File: config.mk
export PLATFORM = sky130hd
export DESIGN_NAME = sdram_arbiter
export DESIGN_NICKNAME = d
export VERILOG_FILES = /design/src/rtl/sdram_arbiter.sv
export SDC_FILE = /design/constraint.sdc
export NUM_CORES = 1
export LEC_CHECK = 0
export ABC_AREA = 0
export CAP_MARGIN = 20
export CORE_MARGIN = 8
export CORE_UTILIZATION = 41
export CTS_CLUSTER_DIAMETER = 200
export DETAILED_ROUTE_END_ITERATION = 8
export GPL_TIMING_DRIVEN = 0
export HOLD_SLACK_MARGIN = 0.03
export PLACE_DENSITY = 0.81
export SLEW_MARGIN = 20
export SYNTH_ARGS = -nofsm -noshare
export SYNTH_HDL_FRONTEND = slang
export SYNTH_SLANG_ARGS = --single-unit
File: constraint.sdc
create_clock -name clk -period 2.3 [get_ports clk]
set_input_delay 0.345 -clock clk [delete_from_list [all_inputs] [get_ports clk]]
set_output_delay 0.345 -clock clk [all_outputs]
set_load 0.01 [all_outputs]
File: src/rtl/sdram_arbiter.sv
// sdram_arbiter: round-robin arbiter sharing one SDRAM host port between masters A and B
module sdram_arbiter #(
    parameter int ADDR_W     = 24,
    parameter int DATA_W     = 16,
    parameter int RD_TIMEOUT = 64
) (
    input  logic              clk,
    input  logic              rst,
    input  logic [ADDR_W-1:0] a_addr,
    input  logic [DATA_W-1:0] a_wr_data,
    input  logic              a_wr_en,
    input  logic              a_rd_en,
    output logic              a_ack,
    output logic [DATA_W-1:0] a_rd_data,
    output logic              a_err,
    input  logic [ADDR_W-1:0] b_addr,
    input  logic [DATA_W-1:0] b_wr_data,
    input  logic              b_wr_en,
    input  logic              b_rd_en,
    output logic              b_ack,
    output logic [DATA_W-1:0] b_rd_data,
    output logic              b_err,
    output logic [ADDR_W-1:0] ram_addr,
    output logic [DATA_W-1:0] ram_wr_data,
    output logic              ram_wr_en,
    output logic              ram_rd_en,
    input  logic              ram_busy,
    input  logic              ram_rd_ready,
    input  logic [DATA_W-1:0] ram_rd_data,
    output logic              owner
);
    typedef enum logic [1:0] {IDLE, ISSUE, WAIT_RD, DONE} state_t;
    localparam logic [7:0] TMO = 8'(RD_TIMEOUT - 1);

    state_t            r_state, w_next;
    logic              r_owner, r_ptr, r_wr, r_err;
    logic [7:0]        r_cnt;
    logic [ADDR_W-1:0] r_addr;
    logic [DATA_W-1:0] r_wr_data, r_a_rd_data, r_b_rd_data;
    logic              w_a_req, w_b_req, w_pick, w_timeout, w_rd_done;
    logic [DATA_W-1:0] w_rd_val;

    assign w_a_req   = a_wr_en | a_rd_en;
    assign w_b_req   = b_wr_en | b_rd_en;
    assign w_pick    = (w_a_req & w_b_req) ? r_ptr : w_b_req;
    assign w_timeout = r_cnt == TMO;
    assign w_rd_done = r_state == WAIT_RD && (ram_rd_ready || w_timeout);
    assign w_rd_val  = ram_rd_ready ? ram_rd_data : '0;

    assign ram_addr    = r_addr;
    assign ram_wr_data = r_wr_data;
    assign ram_wr_en   = r_state == ISSUE && !ram_busy && r_wr;
    assign ram_rd_en   = r_state == ISSUE && !ram_busy && !r_wr;
    assign a_ack       = r_state == DONE && !r_owner;
    assign b_ack       = r_state == DONE && r_owner;
    assign a_err       = a_ack & r_err;
    assign b_err       = b_ack & r_err;
    assign a_rd_data   = r_a_rd_data;
    assign b_rd_data   = r_b_rd_data;
    assign owner       = r_owner;

    // state register
    always_ff @(posedge clk)
        r_state <= rst ? IDLE : w_next;

    // next-state: grant, wait for a free downstream port, wait for read data, acknowledge
    always_comb begin
        w_next = r_state;
        case (r_state)
            IDLE:    w_next = (w_a_req | w_b_req) ? ISSUE : IDLE;
            ISSUE:   w_next = ram_busy ? ISSUE : (r_wr ? DONE : WAIT_RD);
            WAIT_RD: w_next = w_rd_done ? DONE : WAIT_RD;
            default: w_next = IDLE;
        endcase
    end

    // grant latch, timeout counter, read-data capture and round-robin pointer
    always_ff @(posedge clk) begin
        if (rst) begin
            r_owner     <= 1'b0;
            r_ptr       <= 1'b0;
            r_wr        <= 1'b0;
            r_err       <= 1'b0;
            r_cnt       <= '0;
            r_addr      <= '0;
            r_wr_data   <= '0;
            r_a_rd_data <= '0;
            r_b_rd_data <= '0;
        end else begin
            if (r_state == IDLE && (w_a_req | w_b_req)) begin
                r_owner   <= w_pick;
                r_addr    <= w_pick ? b_addr : a_addr;
                r_wr_data <= w_pick ? b_wr_data : a_wr_data;
                r_wr      <= w_pick ? b_wr_en : a_wr_en;
                r_err     <= 1'b0;
            end
            if (r_state == ISSUE)
                r_cnt <= '0;
            if (r_state == WAIT_RD && !w_rd_done)
                r_cnt <= r_cnt + 8'd1;
            if (w_rd_done) begin
                r_err <= !ram_rd_ready;
                if (r_owner)
                    r_b_rd_data <= w_rd_val;
                else
                    r_a_rd_data <= w_rd_val;
            end
            if (r_state == DONE)
                r_ptr <= ~r_owner;
        end
    end
endmodule
Word level (Yosys, flattened, before mapping)
Index checks and enable logic that the tools add are counted.

operators by class
  add/sub/neg operators = 1
  multiplexer cells = 14
  equality and inequality tests = 4
  bitwise gates (word level) = 7
  reductions and logical operators = 19

operator list
  operator             count
  $mux 16              2
  $mux 24              1
  $mux 8               2
  $add 8x1->8 const B  1
  $eq 8x6->1 const B   1
  $logic_and 1x1->1    8
  $mux 1               7
  $pmux 2 s3           1
  $logic_not 1->1      5
  $eq 2x2->1 const B   2
  $reduce_and 2->1     2
  $reduce_bool 2->1    2
  $and 1x1->1          3
  $or 1x1->1           3
  $eq 2x1->1 const B   1
  $logic_not 2->1      1
  $mux 2               1
  $logic_or 1x1->1     1
  $not 1->1            1

storage, ports and cells
  input port bits = 104
  register bits after elaboration = 86
  output and inout port bits = 79

Longest topological paths before layout
  depth after elaboration = 6
  gate-level depth with buffers = 7
  mapped depth without buffers = 5

Least setup slack after synthesis
Ideal clock, no wire load.

  path type = reg-to-output
  start point = register r_owner (netlist: owner)
  end point = output a_err
  required time = 1955 ps
  path buffers = 2
  stages on the path, launching flop included = 5
  path slack = 556 ps
  arrival time = 1399 ps
  cells stage by stage = dfxtp_1 > buf_1 > buf_2 > nor2_1 > and2_1

on the way
  word-level cells in the longest chain between the ends = 3

RTL lines
  what                      RTL line  RTL
  start: declaration        36        logic r_owner, r_ptr, r_wr, r_err;
  start signal: assignment  91        r_owner <= w_pick;
  $logic_not 1->1           54        assign a_ack = r_state == DONE && !r_owner;
  $logic_and 1x1->1         54
  named net a_ack           13        output logic a_ack,
  $and 1x1->1               56        assign a_err = a_ack & r_err;
  end: declaration          15        output logic a_err,

The timed path passes the listed nets, and every way through them passes these cells.

Worst setup path after layout
  start point = register r_state[0]
  end point = output ram_wr_en

on the way
  word-level cells in the longest chain between the ends = 3

RTL lines
  what                             RTL line  RTL
  start: declaration               35        state_t r_state, w_next;
  start signal: assignment         64        r_state <= rst ? IDLE : w_next;
  $eq 2x1->1                       52        assign ram_wr_en = r_state == ISSUE && !ram_busy && r_wr;
  $logic_and 1x1->1 (2 in series)  52
  end: declaration                 25        output logic ram_wr_en,

Every way passes these cells.

==> metrics.yaml <==
min_path:
  hp-class: "in2reg"
  min-delay-start: "ram_rd_ready"
  whs_path_depth: 2
final_layout:
  multi_input_area_um2: 1879
  fillers: 755
  num-nets-final: 761
  finalCoreUtilization: 0.6526
  post-route-cell-area_um2: 5944
  final_cell_mix: "clkdlybuf4s50_1 (180), dfxtp_1 (83), nand2_1 (81), a21oi_1 (79), nor2_1 (50)"
  drive_above_1_share: 0.07891
  register_area_um2: 1725
  area_growth_pct: 56.13
  fin_cells: 770
  num_antenna_cells: 0
  final_common_cell: "clkdlybuf4s50_1"
timing:
  setup_slack_ns: 0.1222
  fin_skew_ns: 0.01754
  max_clock_freq_ghz: 0.4592
  setup_viol: 0
  slew_headroom: 0.6165
  slew_violations: 0
  grt_setup_unrepaired: "no"
  finalHoldViolations: 0
  worstMarginPinSlew_ns: 0.5753
  post-route-period-util: 0.9468
  layout_min_cycle_time_ns: 2.178
  hold_slack_ns: 0.3236
clock_network:
  cts_root_buffer: "clkbuf_8"
  post_cts_resize_count: 4
  clk_pin_slew_ns: 0.08
  h-tree-depth: 3
  clkLatencyLatePin_ns: 0.35
  cts_tree: "built"
  cts.sinks: 86
  cts_buffers: 9
  post_cts_buffers: 0
  cts_hold_buf: 0
  clk_path_buf_depth: 2
global_routing:
  first_global_vias: 4152
  grt_pass1_wl_um: 21050
  grt_max_degree: 14
  antenna_found_initial: 0
  grt_usage: 0.2052
  grt-ovfl-total: 0
critical_path:
  endpoint_kind: "output port"
  worstSetupStartpoint: "r_state[0]"
  cp_max_fo: 12
  critPathLaunchType: "register"
  path_class: "reg2out"
  r2r_cells: 7
  rr_startpoint: "r_cnt[0]"
  cp.arrival_ns: 1.83
  cp_data_required_time_ns: 1.96
yosys:
  syn_area_per_cell_um2: 8.170
  async_reset_ff_frac: 0
  yosysSeqAreaShare: 0.4522
  syn-num-nets: 571
  synth_edf_count: 0
  syn-cell-area_um2: 3807
  synth_top_flop_cell: "dfxtp_1"
  ys_ff_latch: 86
  yosys.cell_types.count: 43
  ys_warn_count: 0
  syn_inst: 466
floorplanning:
  rows: 35
  core_area_um2: 9109
  die-area_um2: 12630
  die_w_um: 112.4
  num_io_pins: 183
  die_y_um: 112.4
  initial_core_util: 0.4180
routing:
  drt_iter0_drc: 248
  viasPerCell: 5.421
  drtAntennaViolNets: 0
  wl_um: 13660
  dr.pass1.iters: 5
  dr_total_vias: 4174
  post-route-drc-count: 0
  wl_per_cell_um: 17.74
flow_run:
  max_cap_violations: 0
power:
  irDropWorstVdd_v: 0.0003633
  power.leakage_uw: 0.002160
  p_per_area_nw_per_um2: 670.8
place:
  place_ws_ns: -0.004254
  dp_hpwl_um: 10590
  portBuffers: 181
  place_inst: 758
  gp_congestion: 0.8597
  dpl_cell_area_um2: 5758
run_status:
  status: "finished, final reports clean"
-- power by group --
group	internal [µW]	switching, µW
combinational	621	616
sequential	1650	94.4
clock	489	521
total	2760	1230
-- metrics by stage --
step	setup TNS, ns	power (µW)
floorplan	0	2354
global placement	0	2975
detailed placement	-0.004254	3005
CTS	0	4010
global route	0	4178
finish	0	3987
-- final timing paths --
check            endpoint  slack (ns)
max reg2reg  a_rd_data[3]        0.36
max             ram_wr_en        0.12
min reg2reg  b_rd_data[4]        0.47
min              r_cnt[1]        0.32
-- cells by family after synthesis --
kind of cell,Yosys count,share of synthesized area
AO/OA/AOI/OAI,178,0.3168
AND/OR/NAND/NOR,155,0.1735
flip-flops,86,0.4522
buffers and inverters,46,0.05422
adder cells (fa/ha/maj),1,0.003286
-- cell usage after synthesis (all sizes together), types with 2 or more instances --
| library cell | number | area share |
|---|---|---|
| a211oi | 42 | 0.083 |
| a211o | 2 | 0.0046 |
| dfxtp | 86 | 0.45 |
| nand2b | 3 | 0.0049 |
| a31oi | 2 | 0.0033 |
| nor2 | 50 | 0.049 |
| o21ai | 5 | 0.0076 |
| o22ai | 2 | 0.0033 |
| clkbuf | 21 | 0.021 |
| nor2b | 2 | 0.0033 |
| inv | 5 | 0.0049 |
| o31ai | 18 | 0.053 |
| a21boi | 2 | 0.0049 |
| nand2 | 81 | 0.080 |
| and2 | 2 | 0.0033 |
| buf | 20 | 0.029 |
| and3 | 2 | 0.0033 |
| a21oi | 79 | 0.10 |
| o41ai | 2 | 0.0046 |
| or3 | 2 | 0.0033 |
| o211ai | 3 | 0.0059 |
| or4 | 2 | 0.0039 |
| a22oi | 17 | 0.034 |
| nand4 | 2 | 0.0033 |
-- critical path, stage by stage, from the launching register on --
cell and delay, ns:
dfxtp_2 0.44, nor2b_1 0.25, nand2b_1 0.13, nor2_1 0.10, clkdlybuf4s50_1 0.58
-- sequential cells by signal (all words and copies together) (netlist names) --
name and cells:
ram_wr_data 16, owner 1, r_err 1, b_rd_data 16, r_cnt 8, ram_addr 24
r_wr 1, r_ptr 1, r_state 2, a_rd_data 16
-- area by class of cell --
| class | count | share of cell area |
|---|---|---|
| multi-input combinational | 334 | 0.3161 |
| timing repair buffer | 181 | 0.3052 |
| sequential | 86 | 0.2903 |
| buffer | 39 | 0.03199 |
| tap | 111 | 0.02336 |
| clock buffer | 10 | 0.02147 |
| clock inverter | 4 | 0.008419 |
| inverter | 5 | 0.003157 |
-- layer usage --
layer / vias to the layer above / wire, µm / share of wire / GRT usage
li1: 2044 / - / - / -
met1: 1973 / 5463 / 0.40 / 0.2269
met2: 135 / 7025 / 0.51 / 0.3645
met3: 22 / 840 / 0.061 / 0.05046
met4: 0 / 330 / 0.024 / 0.09173
met5: - / 0 / 0 / 0
Power figures use the tool's default switching activity.
